===== config.mk =====
export PLATFORM = sky130hd
export DESIGN_NAME = hazard_stall_unit
export DESIGN_NICKNAME = d
export VERILOG_FILES = /design/src/rtl/hazard_stall_unit.sv
export SDC_FILE = /design/constraint.sdc
export NUM_CORES = 1
export LEC_CHECK = 0
export ABC_AREA = 1
export CELL_PAD_IN_SITES_DETAIL_PLACEMENT = 0
export CELL_PAD_IN_SITES_GLOBAL_PLACEMENT = 1
export CORE_MARGIN = 2
export CORE_UTILIZATION = 17
export DETAILED_ROUTE_END_ITERATION = 16
export HOLD_SLACK_MARGIN = 0.1
export PLACE_DENSITY_LB_ADDON = 0.1
export SLEW_MARGIN = 20
export SYNTH_ARGS = -nofsm -noshare
export SYNTH_HDL_FRONTEND = slang
export SYNTH_SLANG_ARGS = --single-unit
export TNS_END_PERCENT = 50

===== constraint.sdc =====
create_clock -name clk -period 1.1 [get_ports clk]
set_input_delay 0.165 -clock clk [delete_from_list [all_inputs] [get_ports clk]]
set_output_delay 0.165 -clock clk [all_outputs]
set_load 0.005 [all_outputs]

===== src/rtl/hazard_stall_unit.sv =====
// Load-use hazard detection and stall sequencing with memory-wait freeze.
// Optional statistics counters are enabled by defining HAZARD_STATS_EN.
module hazard_stall_unit #(
    parameter int              REG_AW   = 5,
    parameter int              OP_W     = 6,
    parameter int              LOAD_LAT = 1,
    parameter logic [OP_W-1:0] LW_OP    = 6'b100011,
    parameter logic [OP_W-1:0] XORI_OP  = 6'b001110,
    parameter int              CNT_W    = 16
) (
    input  logic              clk,
    input  logic              reset,
    input  logic              EX_MemoryRead,
    input  logic [REG_AW-1:0] EX_rt,
    input  logic [REG_AW-1:0] ID_rs,
    input  logic [REG_AW-1:0] ID_rt,
    input  logic [OP_W-1:0]   ID_Op,
    input  logic              mem_req,
    input  logic              mem_ready,
    output logic              PC_WriteEnable,
    output logic              IFID_WriteEnable,
    output logic              StallFlush,
    output logic              PipeFreeze
`ifdef HAZARD_STATS_EN
    ,
    output logic [CNT_W-1:0]  stall_cycles,
    output logic [CNT_W-1:0]  freeze_cycles
`endif
);

    localparam int                REM_W    = $clog2(LOAD_LAT + 1);
    localparam logic [REM_W-1:0]  REM_INIT = REM_W'(LOAD_LAT - 1);
    localparam logic [REM_W-1:0]  REM_ONE  = REM_W'(1);

    typedef enum logic {
        IDLE,
        LOAD_STALL
    } state_t;

    state_t           state_q, state_d;
    logic [REM_W-1:0] rem_q, rem_d;
    logic             hazard;
    logic             mem_wait;
    logic             stall;

    always_comb begin
        // rt only counts as a source for opcodes that do not write it.
        hazard = EX_MemoryRead && (EX_rt != '0) &&
                 ((EX_rt == ID_rs) ||
                  ((EX_rt == ID_rt) && (ID_Op != LW_OP) && (ID_Op != XORI_OP)));
        mem_wait = mem_req && !mem_ready;
        stall    = ((state_q == IDLE) && hazard) || (state_q == LOAD_STALL);

        state_d          = state_q;
        rem_d            = rem_q;
        PC_WriteEnable   = 1'b1;
        IFID_WriteEnable = 1'b1;
        StallFlush       = 1'b0;
        PipeFreeze       = 1'b0;

        if (reset) begin
            state_d = IDLE;
            rem_d   = '0;
        end else if (mem_wait) begin
            // Freeze pauses the stall sequence without consuming any of it.
            PipeFreeze       = 1'b1;
            PC_WriteEnable   = 1'b0;
            IFID_WriteEnable = 1'b0;
        end else begin
            PC_WriteEnable   = !stall;
            IFID_WriteEnable = !stall;
            StallFlush       = stall;
            case (state_q)
                IDLE: begin
                    if (hazard && (LOAD_LAT > 1)) begin
                        state_d = LOAD_STALL;
                        rem_d   = REM_INIT;
                    end
                end
                LOAD_STALL: begin
                    rem_d = rem_q - REM_ONE;
                    if (rem_q == REM_ONE) begin
                        state_d = IDLE;
                    end
                end
                default: begin
                    state_d = IDLE;
                    rem_d   = '0;
                end
            endcase
        end
    end

    always_ff @(posedge clk) begin
        if (reset) begin
            state_q <= IDLE;
            rem_q   <= '0;
        end else begin
            state_q <= state_d;
            rem_q   <= rem_d;
        end
    end

`ifdef HAZARD_STATS_EN
    function automatic logic [CNT_W-1:0] sat_inc(input logic [CNT_W-1:0] v, input logic en);
        if (en && (v != '1)) begin
            return v + CNT_W'(1);
        end
        return v;
    endfunction

    logic [CNT_W-1:0] stall_cnt_q, stall_cnt_d;
    logic [CNT_W-1:0] freeze_cnt_q, freeze_cnt_d;

    always_comb begin
        stall_cnt_d  = sat_inc(stall_cnt_q, StallFlush);
        freeze_cnt_d = sat_inc(freeze_cnt_q, PipeFreeze);
    end

    always_ff @(posedge clk) begin
        if (reset) begin
            stall_cnt_q  <= '0;
            freeze_cnt_q <= '0;
        end else begin
            stall_cnt_q  <= stall_cnt_d;
            freeze_cnt_q <= freeze_cnt_d;
        end
    end

    assign stall_cycles  = stall_cnt_q;
    assign freeze_cycles = freeze_cnt_q;
`endif

endmodule


==> results by group <==
Floorplanning
  • Io pins: 30
  • Core Region: 0.00194 mm^2
  • DIE AREA: 0.00241 mm^2
  • Die extent in y: 49.1 um
  • Row cnt: 16
  • Chip Width: 49.1 um
  • Starting Density: 0.178

Synthesis
  • Cell Area, Synth: 345 um^2
  • Synth top area share: 0.196
  • Post-synthesis net count: 90
  • Netlist cell types: 16
  • Cell taking the most area after synthesis: nand2_1
  • YS warnings: 0
  • Seq/Total Area, Yosys: 0.116
  • Synth Register Bits: 2
  • Cells after Synth: 64
  • Area contributors post-synth: nand2_1 20%, inv_1 15%, xor2_1 13%, dfxtp_1 12%, nor2_1 8.7%
  • Syn Area/Cell: 5.40 um^2

Timing
  • Total negative setup slack: -0.199 ns
  • Final Hold Violating Endpoints: 0
  • Slew Limit Headroom: 0.890
  • Final max-slew violation count: 0
  • Period minus WS final: 1.17 ns
  • Tcrit/Tclk final: 1.06
  • Setup violations, final: 3
  • Worst slew pin tran: 0.164 ns
  • Final WS setup: -0.0680 ns
  • Setup Skew: 0.00136 ns
  • Highest Clock Rate: 856 MHz
  • Unrepaired setup endpoints after global routing: yes

CTS
  • Clk_lat worst skew: 0.21 ns
  • H-tree lvl count: 1
  • CTS Sinks: 2
  • CTS hold repair buffers: 0
  • Clock Root Buffer: clkbuf_4
  • CTS Buffer Depth: 2
  • Clock-pin slew on the worst setup and hold paths: 0.03 ns
  • TritonCTS clock tree: built
  • CTS Buf Count: 3

Status
  • Status: complete, but fails checks
  • Failing checks: setup timing

Global routing
  • Initial antenna violation count: 0
  • Vias in the first global route: 467
  • Largest net degree at the start of global routing: 5
  • First-pass GRT wire length: 1.67 mm
  • Grt ovf: 0
  • Total track usage: 0.0834

Routing
  • WL final: 913 um
  • DRT iter0 DRCs: 0
  • DR vias/cell: 3.68
  • Pre-Repair DR Iteration Count: 1
  • DRC violations left: 0
  • Avg WL per Cell: 7.08 um
  • Vias: 475
  • Final ANT Viol Nets: 0

Setup path
  • RR Endpoint: state_q
  • Critical Path Start: EX_rt[4]
  • Cells along the critical path: buf_8 > inv_2 > nand2_1 > nand2_1 > nand2_1 > nor2_2 > nand3_1 > nand2_2 > nand2_2 > a21oi_2 > buf_2
  • Slowest Stage Delay on Critical Path: 0.12 ns
  • FF-to-FF setup slack: 0.36 ns
  • WP data required: 0.94 ns
  • Crit path to: StallFlush
  • Reg2reg path depth: 3
  • Slowest-stage cell, CP: buf_2
  • Highest net fanout along the worst path: 3
  • CP Data Arrival Time: 1.00 ns
  • Kind of end point of the critical path: output port
  • Startpoint of the worst register-to-register path: state_q
  • CP Launch Type: input port
  • Critical path's most frequent cell: nand2_1
  • Critical setup path kind: input port to output port

Pwr
  • Pwr per Cell Area: 576 mW/mm^2
  • Leak: 0.000398 uW
  • Peak supply drop: 0.498 mV

Placed design
  • Port Buf Inserts: 29
  • Place WS: -0.894 ns
  • Post-DP HPWL: 778 um
  • Placer Congestion: 0.638

Layout
  • Layout Nets: 130
  • Most frequent cells in the layout: 16 x nand2_1, 14 x buf_2, 11 x inv_1
  • Most common cell after layout, fill and taps aside: nand2_1
  • Share of layout cells above drive strength 1: 0.520
  • Ant. Diodes: 0
  • Area Growth Syn to Fin: 109%

Hold path
  • Worst Hold Class: flip-flop to flip-flop

Job
  • Max Cap Viol: 0
[cell families after synthesis]
kind of cell              count (synthesis)  share of synthesized area
buffers and inverters                    15                      0.174
DFF                                       2                      0.116
AOI/OAI and AO/OA                         5                     0.0906
xor gates and xnor gates                  7                      0.178
and+or+nand+nor                          35                      0.442
[through the flow]
| stage | area [um^2] | cells | total power (uW) | util | hold slack, ns |
|---|---|---|---|---|---|
| 2_1_floorplan | 345 | 64 | 139 | - | 0.352 |
| 3_3_place_gp | 692 | 123 | 266 | 0.356 | 0.421 |
| 3_5_place_dp | 692 | 123 | 265 | 0.356 | 0.425 |
| 4_1_cts | 698 | 129 | 417 | 0.360 | 0.427 |
| 5_1_grt | 722 | 129 | 449 | 0.372 | 0.452 |
| 6_report | 722 | 129 | 416 | 0.372 | 0.424 |
[registers in the layout, indices dropped and copies added (netlist names)]
register	count
state_q	1
rem_q	1
[worst max-delay path, delay by kind of cell]
family	cells	cell delay, ns
buf+inv	3	0.27
simple gates	7	0.47
compound gates	1	0.10
[cells in the mapped netlist]
library cell  instances
nand3_2               1
dfxtp_1               2
nand2_2               2
nor2_1                8
nand3_1               3
o211ai_1              1
nor2_2                2
a21oi_1               2
nand2_1              18
o21ai_1               1
buf_4                 1
a21oi_2               1
inv_1                14
xor2_1                5
xnor2_1               2
nor3_1                1
[cell type report]
type / instances / area [um^2]
flip-flops and latches: 2 / 40.0
fillers: 242 / 1220
inverters: 14 / 52.6
multi-input cells: 47 / 285
well taps: 27 / 33.8
clock buffers: 3 / 22.5
repair buffers: 36 / 288
[repair_timing]
| action | in CTS | in global routing |
|---|---|---|
| gates resized for setup | 121 | 7 |
| buffers inserted | 3 | 0 |
| gates cloned | 0 | 0 |
| endpoints found under the setup margin | 4 | 3 |
| pin swaps | 29 | 15 |
[worst min path at each step]
| stage | depth (start not counted) | from | endpoint | slack, ns |
|---|---|---|---|---|
| 2_1_floorplan | 3 | reset | rem_q | 0.35 |
| 3_3_place_gp | 1 | rem_q | state_q | 0.42 |
| 3_5_place_dp | 1 | rem_q | state_q | 0.42 |
| 4_1_cts | 1 | rem_q | state_q | 0.43 |
| 5_1_grt | 1 | rem_q | state_q | 0.45 |
| 6_report | 1 | rem_q | state_q | 0.42 |
[layer usage]
layer  GRT usage  wire (um)
met1      0.0970        395
met2       0.158        472
met3     0.00613         45
met4      0.0286          0
met5           0          0
[report_power, final]
group	switching, uW	total, uW	internal (uW)
registers	0.0000000000000378	73.2	73.2
logic	76.8	190	113
clock network	32.7	152	120
No activity file was read; power rests on OpenSTA's default activity.
